--- config.mk ---
export PLATFORM = sky130hd
export DESIGN_NAME = pipe_ctrl
export DESIGN_NICKNAME = d
export VERILOG_FILES = /design/src/rtl/pipe_ctrl.sv
export SDC_FILE = /design/constraint.sdc
export NUM_CORES = 1
export LEC_CHECK = 0
export BUFFER_PORTS_ARGS = -buffer_cell sky130_fd_sc_hd__clkbuf_2
export CAP_MARGIN = 20
export CORE_AREA = 2 2 57 59
export DETAILED_ROUTE_END_ITERATION = 16
export DIE_AREA = 0 0 59 61
export GPL_TIMING_DRIVEN = 0
export PLACE_DENSITY_LB_ADDON = 0.2
export SYNTH_ARGS = -nofsm -noshare
export SYNTH_HDL_FRONTEND = slang
export SYNTH_SLANG_ARGS = --single-unit
--- constraint.sdc ---
create_clock -name clk -period 2.6 [get_ports clk]
set_clock_uncertainty 0.05 [all_clocks]
set_input_delay 0.52 -clock clk [delete_from_list [all_inputs] [get_ports clk]]
set_output_delay 0.52 -clock clk [all_outputs]
set_load 0.02 [all_outputs]
--- src/rtl/pipe_ctrl.sv ---
// -----------------------------------------------------------------------------
// pipe_ctrl
//
// Pipeline controller for the five-stage MIPS core.
//   * Encodes per-stage stall requests into the 6-bit stall vector used by the
//     PC register and the if_id / id_ex / ex_mem / mem_wb latches.
//   * Raises flush and supplies the redirect PC when an exception or eret
//     commits in MEM.
//   * Watches MEM bus stalls and turns a hung access into a bus-timeout flush.
//
// Ports
//   clk           in   1   system clock, rising edge
//   rst           in   1   asynchronous active-low reset
//   stallreq_id   in   1   load-use hazard request from ID
//   stallreq_ex   in   1   mult/div busy request from EX
//   stallreq_mem  in   1   data-bus wait request from MEM
//   excepttype_i  in  32   exception committed in MEM (0 = none, 0xe = eret)
//   cp0_epc_i     in  32   current CP0 EPC
//   stall         out  6   [0]=PC [1]=IF/ID [2]=ID/EX [3]=EX/MEM [4]=MEM/WB [5]=WB
//   flush         out  1   clear all pipeline latches this cycle
//   new_pc        out 32   redirect target, 0 unless flush is high
//   bus_timeout   out  1   one-cycle pulse when the watchdog fires
//
// All outputs are combinational from the inputs and the current state so the
// latches react on the same clock edge.
// -----------------------------------------------------------------------------
module pipe_ctrl #(
    parameter logic [31:0] EXC_VECTOR  = 32'h0000_0020,
    parameter int          TIMEOUT     = 255,
    parameter int          RECOVER_CYC = 1
) (
    input  logic        clk,
    input  logic        rst,
    input  logic        stallreq_id,
    input  logic        stallreq_ex,
    input  logic        stallreq_mem,
    input  logic [31:0] excepttype_i,
    input  logic [31:0] cp0_epc_i,
    output logic [5:0]  stall,
    output logic        flush,
    output logic [31:0] new_pc,
    output logic        bus_timeout
);

    localparam logic [31:0] ERET_CODE = 32'h0000_000e;
    localparam logic [7:0]  WD_LAST   = 8'(TIMEOUT - 1);
    localparam logic [1:0]  RCNT_INIT = 2'(RECOVER_CYC - 1);

    typedef enum logic [0:0] {
        ST_RUN     = 1'b0,
        ST_RECOVER = 1'b1
    } state_e;

    state_e      state_q, state_d;
    logic [1:0]  rcnt_q,  rcnt_d;
    logic [7:0]  wcnt_q,  wcnt_d;

    logic [5:0]  stall_s;
    logic        flush_s;
    logic [31:0] new_pc_s;
    logic        bus_timeout_s;
    logic        exc_s;
    logic        timeout_s;

    // Stall encoding: a stage stalls itself and everything upstream of it.
    function automatic logic [5:0] encode_stall(input logic req_id,
                                                input logic req_ex,
                                                input logic req_mem);
        logic [5:0] v;
        if (req_mem) begin
            v = 6'b011111;
        end else if (req_ex) begin
            v = 6'b001111;
        end else if (req_id) begin
            v = 6'b000111;
        end else begin
            v = 6'b000000;
        end
        return v;
    endfunction

    // Watchdog increment that sticks at the top value instead of wrapping.
    function automatic logic [7:0] sat_inc8(input logic [7:0] v);
        logic [7:0] r;
        if (v == 8'hFF) begin
            r = 8'hFF;
        end else begin
            r = v + 8'd1;
        end
        return r;
    endfunction

    assign exc_s     = (excepttype_i != 32'h0000_0000);
    assign timeout_s = stallreq_mem && (wcnt_q == WD_LAST);

    // Next-state and combinational output decode.
    always_comb begin
        state_d       = state_q;
        rcnt_d        = rcnt_q;
        wcnt_d        = wcnt_q;
        stall_s       = 6'b000000;
        flush_s       = 1'b0;
        new_pc_s      = 32'h0000_0000;
        bus_timeout_s = 1'b0;

        case (state_q)
            ST_RUN: begin
                if (exc_s) begin
                    // An exception always wins over a simultaneous timeout.
                    flush_s  = 1'b1;
                    if (excepttype_i == ERET_CODE) begin
                        new_pc_s = cp0_epc_i;
                    end else begin
                        new_pc_s = EXC_VECTOR;
                    end
                    state_d = ST_RECOVER;
                    rcnt_d  = RCNT_INIT;
                    wcnt_d  = 8'd0;
                end else if (timeout_s) begin
                    flush_s       = 1'b1;
                    bus_timeout_s = 1'b1;
                    new_pc_s      = EXC_VECTOR;
                    state_d       = ST_RECOVER;
                    rcnt_d        = RCNT_INIT;
                    wcnt_d        = 8'd0;
                end else begin
                    stall_s = encode_stall(stallreq_id, stallreq_ex, stallreq_mem);
                    if (stallreq_mem) begin
                        wcnt_d = sat_inc8(wcnt_q);
                    end else begin
                        wcnt_d = 8'd0;
                    end
                end
            end
            ST_RECOVER: begin
                // Only bubbles are in flight; every request is ignored.
                wcnt_d = 8'd0;
                if (rcnt_q == 2'd0) begin
                    state_d = ST_RUN;
                end else begin
                    rcnt_d = rcnt_q - 2'd1;
                end
            end
            default: begin
                state_d = ST_RUN;
                rcnt_d  = 2'd0;
                wcnt_d  = 8'd0;
            end
        endcase
    end

    // State, recovery counter and watchdog registers.
    always_ff @(posedge clk or negedge rst) begin
        if (!rst) begin
            state_q <= ST_RUN;
            rcnt_q  <= 2'd0;
            wcnt_q  <= 8'd0;
        end else begin
            state_q <= state_d;
            rcnt_q  <= rcnt_d;
            wcnt_q  <= wcnt_d;
        end
    end

    // Outputs are held at zero for the whole time reset is asserted.
    assign stall       = rst ? stall_s       : 6'b000000;
    assign flush       = rst ? flush_s       : 1'b0;
    assign new_pc      = rst ? new_pc_s      : 32'h0000_0000;
    assign bus_timeout = rst ? bus_timeout_s : 1'b0;

endmodule

# Yosys cells after proc, flatten, opt, wreduce, memory -nomap -nowiden
# Index checks and enable logic that the tools add are counted.
[classes]
add_sub_neg = 2
mul = 0
n_div = 0
order_cmp = 0
n_eq_ne = 5
shift = 0
n_mux = 30
bitwise = 1
reduce_logical = 4
[op_table]
columns = ["op", "count"]
rows = [
  ["two-way mux 32 bit", 4],
  ["== test 32 x 4 -> 1 bit, second input constant", 1],
  ["two-way mux 8 bit", 4],
  ["nonzero test 32 bit", 1],
  ["two-way mux 6 bit", 3],
  ["== test 8 bit, second input constant", 2],
  ["case mux 8 bit (2 select lines)", 1],
  ["two-way mux 5 bit", 3],
  ["adder 8 x 1 -> 8 bit, second input constant", 1],
  ["two-way mux 1 bit", 8],
  ["two-way mux 2 bit", 3],
  ["two-way mux 4 bit", 1],
  ["case mux 2 bit (2 select lines)", 1],
  ["two-way mux 3 bit", 1],
  ["!= test 3 bit, second input constant", 1],
  ["logical NOT 2 bit", 1],
  ["!= test 2 bit, second input constant", 1],
  ["case mux 1 bit (2 select lines)", 1],
  ["AND reduction 2 bit", 1],
  ["subtractor 2 x 1 -> 2 bit, second input constant", 1],
  ["logical AND 1 bit", 1],
  ["inverter 1 bit", 1],
]
[word_totals]
regBits = 11
latchBits = 0
mem_bits_rw = 0
mem_bits_ro = 0
input_bits = 69
out_inout_bits = 40
elab_cells = 45
n_memories = 0

# Logic depth before layout (Yosys ltp)
# Gate-level depths: netlist of the first run.
[logic_depth]
word_depth = 7
ltp_mapped = 7
ltp_nobuf = 6

# Worst setup path after synthesis of the first run
# OpenSTA, ideal clock, no wires.
[synth_timing]
path_kind = "in2out"
startpoint = "input port excepttype_i[0]"
endpoint = "output port stall[1]"
arrival_ns = 2.182
required_ns = 2.030
path_slack_ns = -0.152
path_stages = 6
path_buffers = 2
cell_sequence = "nor4_1 > nand4_1 > nor3_1 > clkbuf_1 > o311a_1 > buf_4"
[synth_between]
elab_chain_len = 4
[synth_lines]
columns = ["item", "line_no", "source"]
rows = [
  ["from (decl)", "37", "input logic [31:0] excepttype_i,"],
  ["nonzero test 32 bit", "93", "assign exc_s = (excepttype_i != 32'h0000_0000);"],
  ["two-way mux 5 bit", "108", "if (exc_s) begin"],
  ["two-way mux 6 bit", "106", "case (state_q)"],
  ["two-way mux 6 bit", "166", "assign stall = rst ? stall_s : 6'b000000;"],
  ["to (decl)", "39", "output logic [5:0] stall,"],
]
# No other way between the ends.

# Final worst setup path of the first run
[layout_timing]
startpoint = "input port excepttype_i[15]"
endpoint = "output port new_pc[12]"
[layout_between]
elab_chain_len = 5
elab_cells_between_ends = 6
cone_classes = "eq/ne: 1; mux: 4; reduce/logical: 1"
[layout_lines]
columns = ["item", "line_no", "source"]
rows = [
  ["== test 32 x 4 -> 1 bit", "111", "if (excepttype_i == ERET_CODE) begin"],
  ["two-way mux 32 bit", "111", ""],
  ["two-way mux 32 bit *", "108", ""],
  ["two-way mux 32 bit *", "106", ""],
  ["two-way mux 32 bit *", "168", "assign new_pc = rst ? new_pc_s : 32'h0000_0000;"],
  ["to (decl)", "41", "output logic [31:0] new_pc,"],
]
# Mark *: on every way between the ends. The rest lies on a longest branch, timed or not.

==> metrics.md, run 1 <==
| Metric | Value |
|---|---|
| Worst stage delay on the critical path | 0.27 ns |
| Met1 Use GR | 0.2301 |
| Synth area leaders | dfrtp_1, and3_1, nor4_1 |
| Post-synthesis cell type count | 32 |
| Max VDD drop | 0.09969 mV |
| WL per Instance | 13.80 µm |
| Clock-pin slew on the worst setup and hold paths | 0.07 ns |
| Net switching power | 92.93 µW |
| Leakage | 0.001098 µW |
| Via count | 1443 |
| First-pass GRT wire length | 5437 µm |
| Simple-Gate Fraction of Synth Area | 0.4735 |
| Clock Power Share | 0.312 |
| Min cycle time layout | 2.559 ns |
| CTS H-tree depth | 1 |
| Final hold vios | 0 |
| Vias in the first global route | 1300 |
| Die H | 61 µm |
| # IOs | 109 |
| Antenna violations before repair | 0 |
| Avg Vias per Cell | 5.172 |
| Synth Area in Compound Gates | 0.09988 |
| CTS Buffer Depth | 2 |
| Initial Util | 0.3436 |
| Most Frequent Cell on Critical Path | buf_6 |
| Worst-path maximum fanout | 10 |
| Rows | 20 |
| Ys flop type | dfrtp_1 |
| GRT Residual Overflow | 0 |
| Final-report max-slew violation count | 0 |
| DRC Markers | 0 |
| Core box area | 2953 µm² |
| CP Cell Sequence | clkbuf_2 > nor4_4 > nand4_1 > buf_6 > nor3_4 > buf_6 > buf_6 > and3_1 > buf_6 |
| Met3 usage in global routing | 0.03838 |
| Post-synth EDFFs | 0 |
| Chip Width | 59 µm |
| Mapped cell area | 1015 µm² |
| Placer Congestion | 0.7646 |
| Synth Net Count | 202 |
| FF-to-FF Start | wcnt_q[0]$_DFF_PN0_ |
| Reg2Reg Depth | 7 |
| Gate power share | 0.227 |
| CTS Buf Count | 3 |
| R2R Path End | wcnt_q[7]$_DFF_PN0_ |
| Crit path launch | excepttype_i[15] |
| Cell-internal power | 277.6 µW |
| Area Growth Syn to Fin | 96.18% |
| Fraction of registers with async set or reset after synthesis | 1.000 |
| CTS Sinks | 11 |
| Ys Warns | 0 |
| Placed insts | 270 |
| Mapped Cells | 130 |
| Post-DRT Antenna Nets | 0 |
| Total power | 370.6 µW |
| Clk Tree Root Cell | clkbuf_4 |
| Mean Syn Cell Area | 7.806 µm² |
| Most common cell in the netlist | and3_1 |
| Status | finished, final reports clean |
| Clk_lat worst skew | 0.27 ns |
| Total Routing Usage GR | 0.1945 |
| TritonCTS clock tree | yes |
| Layout Cells excl Fill | 279 |
| Die ar. | 3599 µm² |
| Commonest cells post-synth | and3_1, dfrtp_1, nor4_1, o21ai_0 |
| Worst EP required | 2.03 ns |
| Setup TNS | 0 ns |
| Inserted Diodes | 0 |
| Drt pass-1 iters | 4 |
| Layer with the highest usage | met2 |
| Max-cap violations | 0 |
| Largest family of logic cells by synthesized area | simple AND/OR/NAND/NOR gates |
| Dpl hpwl | 2848 µm |
| Port Buffers | 107 |
| CP max-delay cell | nor4_4 |
| Register bit count reported by yosys | 11 |
| Yosys top cell area share | 0.2713 |
| Fmax | 390.8 MHz |
| Layout cells sized above 1 | 0.5732 |
| CP endpoint kind | output pin |
| Unrepaired setup endpoints after global routing | yes |
| Final setup viols | 0 |
| Post-Synth Adder-Cell Area | 0.03699 |
| Hold Crit Class | input port to asynchronous set/reset pin |
| GR Util met2 | 0.3556 |
| CP startpoint kind | input port |
| Nets | 319 |
| Cell taking the most area after synthesis | dfrtp_1 |
| Worst Path Arrival | 1.99 ns |
| PwrDens | 186.2 nW/µm² |
| Xor/xnor cell area share of the yosys netlist | 0.02589 |
| Largest net degree at the start of global routing | 13 |
| Tcrit/Tclk final | 0.9842 |
| Final WL | 3849 µm |
| Crit path to | new_pc[12] |
| Iteration-0 DRC Markers | 47 |
| Part of the power in registers | 0.461 |
| Hold WS | 0.06939 ns |
| Switch share | 0.2508 |
| Mux share of post-synthesis cell area | 0.01973 |
| Share of the yosys chip area belonging to registers | 0.2713 |
| Setup Crit Path Kind | input port to output pin |
| R2R setup slack | 0.82 ns |
power by group through the flow:
| stage | logic, µW | registers [µW] | clock network [µW] |
|---|---|---|---|
| after floorplan | 12.7 | 174 | 0 |
| after global placement | 67.1 | 174 | 0 |
| after detailed placement | 68.4 | 174 | 0 |
| after CTS | 73.2 | 171 | 119 |
| after global routing | 92.4 | 171 | 126 |
| final | 84.1 | 171 | 115 |
how the worst min path moves through the flow:
stage	start	end	slack (ns)	cells past startpoint
2_1_floorplan	rst	rcnt_q[0]$_DFFE_PN0P_	0.17	0
3_3_place_gp	rst	wcnt_q[3]$_DFF_PN0_	0.36	1
3_5_place_dp	rst	wcnt_q[7]$_DFF_PN0_	0.37	1
4_1_cts	rst	wcnt_q[7]$_DFF_PN0_	0.07	1
5_1_grt	rst	wcnt_q[7]$_DFF_PN0_	0.08	1
6_report	rst	wcnt_q[7]$_DFF_PN0_	0.07	1
final cells by class:
class                      count  area, µm²
tap                           33      41.29
timing repair buffer         112      745.7
buffer                        11      85.08
fill                         243      962.2
inverter                       4      15.01
clock buffer                   4      26.28
sequential                    11      275.3
multi-input combinational    104      802.0
metrics by stage:
stage | setup WS [ns] | util | area (µm²)
6_report | 0.04104 | 0.6742 | 1991
3_3_place_gp | -0.4274 | 0.5466 | 1614
2_1_floorplan | 0.03242 | - | 1037
3_5_place_dp | -0.4665 | 0.5466 | 1614
5_1_grt | -0.09004 | 0.6742 | 1991
4_1_cts | -0.002504 | 0.5881 | 1737
layer usage:
| layer | vias up | share of wire |
|---|---|---|
| met5 | - | 0 |
| met4 | 0 | 0.0073 |
| met3 | 4 | 0.058 |
| met2 | 51 | 0.55 |
| met1 | 669 | 0.39 |
| li1 | 719 | - |
kinds of logic after synthesis:
| kind of cell | count (synthesis) |
|---|---|
| and+or+nand+nor | 79 |
| AOI/OAI and AO/OA | 16 |
| buffers and inverters | 15 |
| DFF | 11 |
| adders and majority gates | 3 |
| xor gates and xnor gates | 3 |
| muxes | 2 |
| other | 1 |
state kept, by name (all words and copies together) (netlist names):
name,count
wcnt_q,8
rcnt_q,2
state_q,1
cells in the final DEF (no fill, tap or decap), types with 3 or more instances in the layout:
| cell type | instances |
|---|---|
| and3_4 | 3 |
| buf_6 | 30 |
| nor2_1 | 5 |
| clkbuf_1 | 4 |
| ha_1 | 3 |
| nand2_1 | 5 |
| buf_2 | 5 |
| o21ai_0 | 7 |
| clkbuf_4 | 3 |
| nor4_4 | 4 |
| inv_1 | 4 |
| xnor2_1 | 3 |
| nand4_1 | 6 |
| nor3_1 | 3 |
| nand3_1 | 6 |
| buf_4 | 9 |
| clkbuf_2 | 75 |
| and3_1 | 31 |
| dfrtp_1 | 11 |
critical path, delay by kind of cell:
kind                   cells  cell delay, ns
and+or+nand+nor            4            0.80
buffers and inverters      5            0.66
what timing repair did:
item,4_1_cts,5_1_grt
buffers inserted,3,2
endpoints found under the setup margin,37,33
resized for setup,18,96
hold buffers,0,0
pin swaps,3,8
(Power assumes the default switching activity.)
==> run 2: changes to the inputs <==
ABC_AREA = 1   (was not set)
CORE_AREA = 2 2 60 62   (was 2 2 57 59)
DIE_AREA = 0 0 62 64   (was 0 0 59 61)
==> run 2 against run 1 <==
Effect of this change:
- first-iteration DRC count shrank 8.5%
- via count up 3.3%
- global-route usage is 2.4 points lower
- combinational power fell by 3.0%
- fmax rose by 7.3%
- largest power group unchanged
==> metrics.md, run 2 <==
| Metric | Value |
|---|---|
| Commonest cells post-synth | nor2_1, nand2_1, nor2_2 (was and3_1, dfrtp_1, nor4_1, o21ai_0) |
| # IOs | 109 (unchanged) |
| Vias in the first global route | 1433 (was 1300) |
| WL per Instance | 9.666 µm (was 13.80 µm) |
| Initial Util | 0.3604 (was 0.3436) |
| Mean Syn Cell Area | 6.230 µm² (was 7.806 µm²) |
| Hold Crit Class | input port to asynchronous set/reset pin (unchanged) |
| Synth area leaders | dfrtp_1, nor2_1, nand2_1 (was dfrtp_1, and3_1, nor4_1) |
| Commonest cells after routing, fill and taps aside | clkbuf_2, nor2_1, nand2_1, nor2_2, inv_1 (was clkbuf_2, and3_1, buf_6, dfrtp_1, buf_4) |
| Layout cells sized above 1 | 0.4884 (was 0.5732) |
| Fraction of registers with async set or reset after synthesis | 1.000 (unchanged) |
| Inserted Diodes | 0 (unchanged) |
| Clk_lat worst skew | 0.26 ns (was 0.27 ns) |
| GRT Residual Overflow | 0 (unchanged) |
| Cell taking the most area after synthesis | dfrtp_1 (unchanged) |
| Dpl hpwl | 2903 µm (was 2848 µm) |
| Mapped Cells | 190 (was 130) |
| Worst EP required | 2.03 ns (about the same) |
| Part of the power in registers | 0.469 (was 0.461) |
| Hold_buf cts | 0 (unchanged) |
| CTS Buf Count | 3 (unchanged) |
| Chip Width | 62 µm (was 59 µm) |
| Worst-path maximum fanout | 12 (was 10) |
| Max reg flops | 8 (unchanged) |
| Port Buffers | 107 (unchanged) |
| Clock Power Share | 0.307 (was 0.312) |
| Number of fill cells in the layout | 338 (was 243) |
| Yosys top cell area share | 0.2326 (was 0.2713) |
| Fmax | 419.4 MHz (was 390.8 MHz) |
| Cell-internal power | 278.0 µW (was 277.6 µW) |
| Via count | 1490 (was 1443) |
| CTS Buffer Depth | 2 (unchanged) |
| Ys flop type | dfrtp_1 (unchanged) |
| Iteration-0 DRC Markers | 43 (was 47) |
| CP startpoint kind | input port (unchanged) |
| Final WL | 3354 µm (was 3849 µm) |
| Regs by FF count | wcnt_q: 8 flops, rcnt_q: 2 flops, state_q: 1 flops (unchanged) |
| R2R setup slack | 1.16 ns (was 0.82 ns) |
| Setup TNS | 0 ns (unchanged) |
| Post-synthesis cell type count | 25 (was 32) |
| Register bit count reported by yosys | 11 (unchanged) |
| R2R Path End | wcnt_q[3]$_DFF_PN0_ (was wcnt_q[7]$_DFF_PN0_) |
| Status | finished, final reports clean (unchanged) |
| Mapped cell area | 1184 µm² (was 1015 µm²) |
| Leakage | 0.001142 µW (was 0.001098 µW) |
| FF-to-FF Start | wcnt_q[0]$_DFF_PN0_ (unchanged) |
| Most common cell in the netlist | nor2_1 (was and3_1) |
| Final setup viols | 0 (unchanged) |
| Pre-CTS setup slack | 0.1345 ns (was -0.4665 ns) |
| Ys Warns | 0 (unchanged) |
| Antenna violations before repair | 0 (unchanged) |
| Synth Net Count | 262 (was 202) |
| Hold WS | 0.06531 ns (was 0.06939 ns) |
| Total power | 364.5 µW (was 370.6 µW) |
| Share of the yosys chip area belonging to registers | 0.2326 (was 0.2713) |
| Reg2Reg Depth | 7 (unchanged) |
| Min cycle time layout | 2.385 ns (was 2.559 ns) |
| Commonest non-fill, non-tap cell in the layout | clkbuf_2 (unchanged) |
| Placer Congestion | 0.7964 (was 0.7646) |
| Drt pass-1 iters | 4 (unchanged) |
| Final-report max-slew violation count | 0 (unchanged) |
| Avg Vias per Cell | 4.294 (was 5.172) |
| TritonCTS clock tree | yes (unchanged) |
| Core box area | 3284 µm² (was 2953 µm²) |
| Max VDD drop | 0.2327 mV (was 0.09969 mV) |
| Die H | 64 µm (was 61 µm) |
| Largest Register | wcnt_q (unchanged) |
| PwrDens | 201.9 nW/µm² (was 186.2 nW/µm²) |
| Total Routing Usage GR | 0.1709 (was 0.1945) |
| CTS Sinks | 11 (unchanged) |
| Max-cap violations | 0 (unchanged) |
| Nets | 374 (was 319) |
| Net switching power | 86.50 µW (was 92.93 µW) |
| CTS H-tree depth | 1 (unchanged) |
| Area Growth Syn to Fin | 52.54% (was 96.18%) |
| Gate power share | 0.224 (was 0.227) |
| Setup slack after layout | 0.2154 ns (was 0.04104 ns) |
| Post-DRT Antenna Nets | 0 (unchanged) |
| Unrepaired setup endpoints after global routing | no (was yes) |
| First-pass GRT wire length | 5382 µm (was 5437 µm) |
| DRC Markers | 0 (unchanged) |
| Setup Crit Path Kind | input port to output pin (unchanged) |
| Post-synth EDFFs | 0 (unchanged) |
| Die ar. | 3968 µm² (was 3599 µm²) |
| Clk Tree Root Cell | clkbuf_4 (unchanged) |
| Final hold vios | 0 (unchanged) |
| Worst Path Arrival | 1.81 ns (was 1.99 ns) |
| Largest net degree at the start of global routing | 13 (unchanged) |
| CP endpoint kind | output pin (unchanged) |
| Switch share | 0.2373 (was 0.2508) |
| Rows | 21 (was 20) |
| Clock-pin slew on the worst setup and hold paths | 0.07 ns (about the same) |
| Tcrit/Tclk final | 0.9172 (was 0.9842) |
-- run 2: cell types whose count changed after synthesis, sizes merged, moves of 3 or more --
cell / before / now
nor4: 7 / 1
and3: 35 / 0
nand3: 6 / 9
nor2: 6 / 69
clkbuf: 6 / 0
buf: 5 / 9
o21ai: 7 / 1
nand2: 5 / 54
inv: 4 / 15
-- run 2: worst max-delay path, stage by stage --
cell and delay, ns:
clkbuf_2 0.25, inv_1 0.13, nor2_1 0.20, nand4_2 0.22, buf_6 0.20, nor2_1 0.11, clkbuf_2 0.18
-- run 2: final cells by class --
cell class                      instances  area, µm²  area share
Timing Repair Buffer                  107      535.5      0.2966
Buffer                                  9      90.09     0.04990
Sequential cell                        11      275.3      0.1525
Multi-Input combinational cell        155      762.0      0.4220
Tap cell                               46      57.56     0.03188
Inverter                               15      58.81     0.03257
Clock buffer                            4      26.28     0.01455
-- run 2: kinds of logic (layout without fill, tap and decap cells) --
family | count (synthesis) | in the layout | synth area share
DFF | 11 | 11 | 0.2326
other | 1 | 1 | 0.003168
buffers and inverters | 24 | 135 | 0.1258
xor gates and xnor gates | 4 | 4 | 0.02960
AOI/OAI and AO/OA | 5 | 5 | 0.02114
and+or+nand+nor | 142 | 142 | 0.5560
adders and majority gates | 3 | 3 | 0.03172
-- run 2: worst max-delay path by stage --
stage,from,endpoint,slack [ns]
final,rst,new_pc[27],0.22
after global routing,rst,new_pc[27],0.02
after CTS,excepttype_i[23],stall[1],0.14
after detailed placement,excepttype_i[23],stall[1],0.13
after global placement,excepttype_i[5],stall[1],0.16
after floorplan,excepttype_i[31],bus_timeout,0.27
-- run 2: power by group through the flow --
| stage | Combinational, µW | Sequential (µW) | Clock [µW] |
|---|---|---|---|
| floorplan | 25.7 | 174 | 0 |
| global placement | 80.5 | 174 | 0 |
| detailed placement | 81.6 | 174 | 0 |
| CTS | 82.2 | 171 | 117 |
| global route | 95.5 | 171 | 126 |
| finish | 81.6 | 171 | 112 |
-- run 2: timing repair --
action                                  4_1_cts  5_1_grt
endpoints found under the setup margin        0        2
buffers inserted                              0        0
resized for setup                             0        1
-- run 2: metal layers --
layer / GRT usage / routed length (µm)
met1: 0.1779 / 1383
met2: 0.3216 / 1635
met3: 0.03441 / 325
met4: 0.05585 / 10
met5: 0 / 0
-- run 2: metrics by stage --
stage | std cells | utilization | area (µm²)
2_1_floorplan | 190 | - | 1184
3_3_place_gp | 343 | 0.5410 | 1777
3_5_place_dp | 343 | 0.5410 | 1777
4_1_cts | 347 | 0.5490 | 1803
5_1_grt | 347 | 0.5497 | 1805
6_report | 347 | 0.5497 | 1805
==> run 3: changes to the inputs <==
CORE_AREA = 5 5 63 65   (was 2 2 60 62)
DIE_AREA = 0 0 68 70   (was 0 0 62 64)
clock period = 2.2 ns   (was 2.6 ns; I/O delays follow)
==> run 3 against run 2 <==
Effect of this change:
- utilization is 6.0 points higher
- design area is 11% higher
- critical path depth is 2 higher
- sequential power is 18% higher
- routed wire length is 24% higher
==> metrics.md, run 3 (same netlist as run 2, synthesis figures left out) <==
| Metric | Value |
|---|---|
| Layout Cells excl Fill | 358 (was 347) |
| Final-report max-slew violation count | 0 (unchanged) |
| Number of fill cells in the layout | 319 (was 338) |
| Antenna violations before repair | 0 (unchanged) |
| Clk_lat worst skew | 0.26 ns (about the same) |
| Worst Path Arrival | 1.64 ns (was 1.81 ns) |
| R2R setup slack | 0.71 ns (was 1.16 ns) |
| FF-to-FF Start | wcnt_q[0]$_DFF_PN0_ (unchanged) |
| First-pass GRT wire length | 6113 µm (was 5382 µm) |
| Via count | 1556 (was 1490) |
| CTS Sinks | 11 (unchanged) |
| Max-cap violations | 0 (unchanged) |
| Pre-CTS setup slack | -0.1139 ns (was 0.1345 ns) |
| Switch share | 0.2487 (was 0.2373) |
| Setup slack after layout | 0.06625 ns (was 0.2154 ns) |
| Status | finished, final reports clean (unchanged) |
| CP Cell Sequence | clkbuf_2 > nor2_1 > nand2_1 > nor2_4 > nand2_2 > nor2_8 > inv_4 > nor4_1 > buf_2 (was clkbuf_2 > inv_1 > nor2_1 > nand4_2 > buf_6 > nor2_1 > clkbuf_2) |
| Worst EP required | 1.71 ns (was 2.03 ns) |
| Part of the power in registers | 0.456 (was 0.469) |
| Unrepaired setup endpoints after global routing | yes (was no) |
| Hold_sp | rcnt_q[0]$_DFFE_PN0P_ |
| Commonest cells after routing, fill and taps aside | clkbuf_2, nor2_1, nand2_1, nor2_2, buf_4 (was clkbuf_2, nor2_1, nand2_1, nor2_2, inv_1) |
| Area of the multi-input gates | 838.3 µm² (was 762.0 µm²) |
| Worst-path maximum fanout | 5 (was 12) |
| Crit path launch | excepttype_i[31] (was rst) |
| Nets | 385 (was 374) |
| CTS H-tree depth | 1 (unchanged) |
| Largest Register | wcnt_q (unchanged) |
| Net switching power | 110.1 µW (was 86.50 µW) |
| Cell-internal power | 332.6 µW (was 278.0 µW) |
| Vias in the first global route | 1339 (was 1433) |
| Initial Util | 0.3604 (unchanged) |
| Die ar. | 4760 µm² (was 3968 µm²) |
| Iteration-0 DRC Markers | 30 (was 43) |
| Chip Width | 68 µm (was 62 µm) |
| DRC Markers | 0 (unchanged) |
| Final WL | 4172 µm (was 3354 µm) |
| Clock Power Share | 0.305 (was 0.307) |
| Min cycle time layout | 2.134 ns |
| Fmax | 468.7 MHz |
| Placed insts | 343 (unchanged) |
| Core box area | 3284 µm² (unchanged) |
| # IOs | 109 (unchanged) |
| Regs by FF count | wcnt_q: 8 flops, rcnt_q: 2 flops, state_q: 1 flops (unchanged) |
| Clock-pin slew on the worst setup and hold paths | 0.07 ns (about the same) |
| Avg Vias per Cell | 4.346 (was 4.294) |
| Total Routing Usage GR | 0.1582 (was 0.1709) |
| TritonCTS clock tree | yes (unchanged) |
| Final setup viols | 0 (unchanged) |
| Clk Tree Root Cell | clkbuf_4 (unchanged) |
| Max reg flops | 8 (unchanged) |
| Hold Crit Class | flop to flop (was input port to asynchronous set/reset pin) |
| Setup TNS | 0 ns (unchanged) |
| Die H | 70 µm (was 64 µm) |
| Port Buffers | 107 (unchanged) |
| Reg2Reg Depth | 8 (was 7) |
| CTS Buffer Depth | 2 (unchanged) |
| PwrDens | 221.0 nW/µm² (was 201.9 nW/µm²) |
| Dpl hpwl | 3371 µm (was 2903 µm) |
| Final hold vios | 0 (unchanged) |
| Hold Path Sink | rcnt_q[0]$_DFFE_PN0P_ |
| CP endpoint kind | output pin (unchanged) |
| Layout cells sized above 1 | 0.5417 (was 0.4884) |
| Area Growth Syn to Fin | 69.24% (was 52.54%) |
| WL per Instance | 11.65 µm (was 9.666 µm) |
| Worst-margin pin slew | 0.5019 ns |
| GRT Residual Overflow | 0 (unchanged) |
| Inserted Diodes | 0 (unchanged) |
| Largest net degree at the start of global routing | 12 (was 13) |
| Max VDD drop | 0.2832 mV (was 0.2327 mV) |
| Leakage | 0.001219 µW (was 0.001142 µW) |
| Worst stage delay on the critical path | 0.23 ns (was 0.25 ns) |
| Cells on Worst Hold Path | 2 |
| Drt pass-1 iters | 4 (unchanged) |
| Rows | 21 (unchanged) |
| Placer Congestion | 0.7257 (was 0.7964) |
| Total power | 442.7 µW (was 364.5 µW) |
| CP top delay family | simple AND/OR/NAND/NOR gates (was buffers and inverters) |
| Storage element area | 275.3 µm² (unchanged) |
| Setup Crit Path Kind | input port to output pin (unchanged) |
| R2R Path End | rcnt_q[1]$_DFFE_PN0P_ (was wcnt_q[3]$_DFF_PN0_) |
| Tcrit/Tclk final | 0.9699 |
| Slew HR | 0.6643 |
| Buf/Inv on CP | 3 (was 4) |
| Commonest non-fill, non-tap cell in the layout | clkbuf_2 (unchanged) |
| CP startpoint kind | input port (unchanged) |
| Gate power share | 0.239 (was 0.224) |
| CTS Buf Count | 3 (unchanged) |
| CP max-delay cell | nor4_1 (was clkbuf_2) |
| Post-DRT Antenna Nets | 0 (unchanged) |
## run 3: power groups by stage
stage	Combinational [µW]	Sequential [µW]	Clock, µW
after floorplan	30.4	206	0
after global placement	94.7	206	0
after detailed placement	97.2	206	0
after CTS	100	202	141
after global routing	117	202	155
final	106	202	135
## run 3: layout make-up
type | count | area share
Tap cell | 46 | 0.02873
Multi-Input combinational cell | 155 | 0.4185
Sequential cell | 11 | 0.1374
Timing Repair Buffer | 118 | 0.3242
Inverter | 15 | 0.02936
Clock buffer | 4 | 0.01312
Buffer | 9 | 0.04872
## run 3: through the flow
step	cell area, µm²	util	hold WS, ns
final	2003	0.6099	0.4600
after global routing	2003	0.6099	0.5107
after CTS	1828	0.5566	0.4613
after detailed placement	1777	0.5410	0.2935
after global placement	1777	0.5410	0.2808
after floorplan	1184	-	0.09441
## run 3: per-layer routing
layer / global-route usage / vias to the layer above / share of wire
met5: 0 / - / 0
met4: 0.03091 / 0 / 0.0043
met3: 0.03205 / 4 / 0.10
met2: 0.2944 / 56 / 0.52
met1: 0.1796 / 675 / 0.37
li1: - / 821 / -
## run 3: worst min-delay path, delay by kind of cell, from the launching register on
kind          cells  cell delay (ns)
flops             1             0.35
simple gates      2             0.13
## run 3: how the worst max path moves through the flow
stage	to	slack [ns]	cells after the start
3_5_place_dp	stall[1]	-0.11	10
4_1_cts	stall[1]	0.03	10
2_1_floorplan	bus_timeout	0.03	7
6_report	bus_timeout	0.07	9
3_3_place_gp	stall[2]	-0.08	10
5_1_grt	new_pc[4]	-0.04	5
## run 3: repair_timing
item / in CTS / in global routing
buffers inserted: 0 / 10
endpoints found under the setup margin: 33 / 38
pin swaps: 0 / 11
gates cloned: 0 / 0
hold endpoints to repair: 11 / 0
resized for setup: 4 / 38
hold buffers: 1 / 0
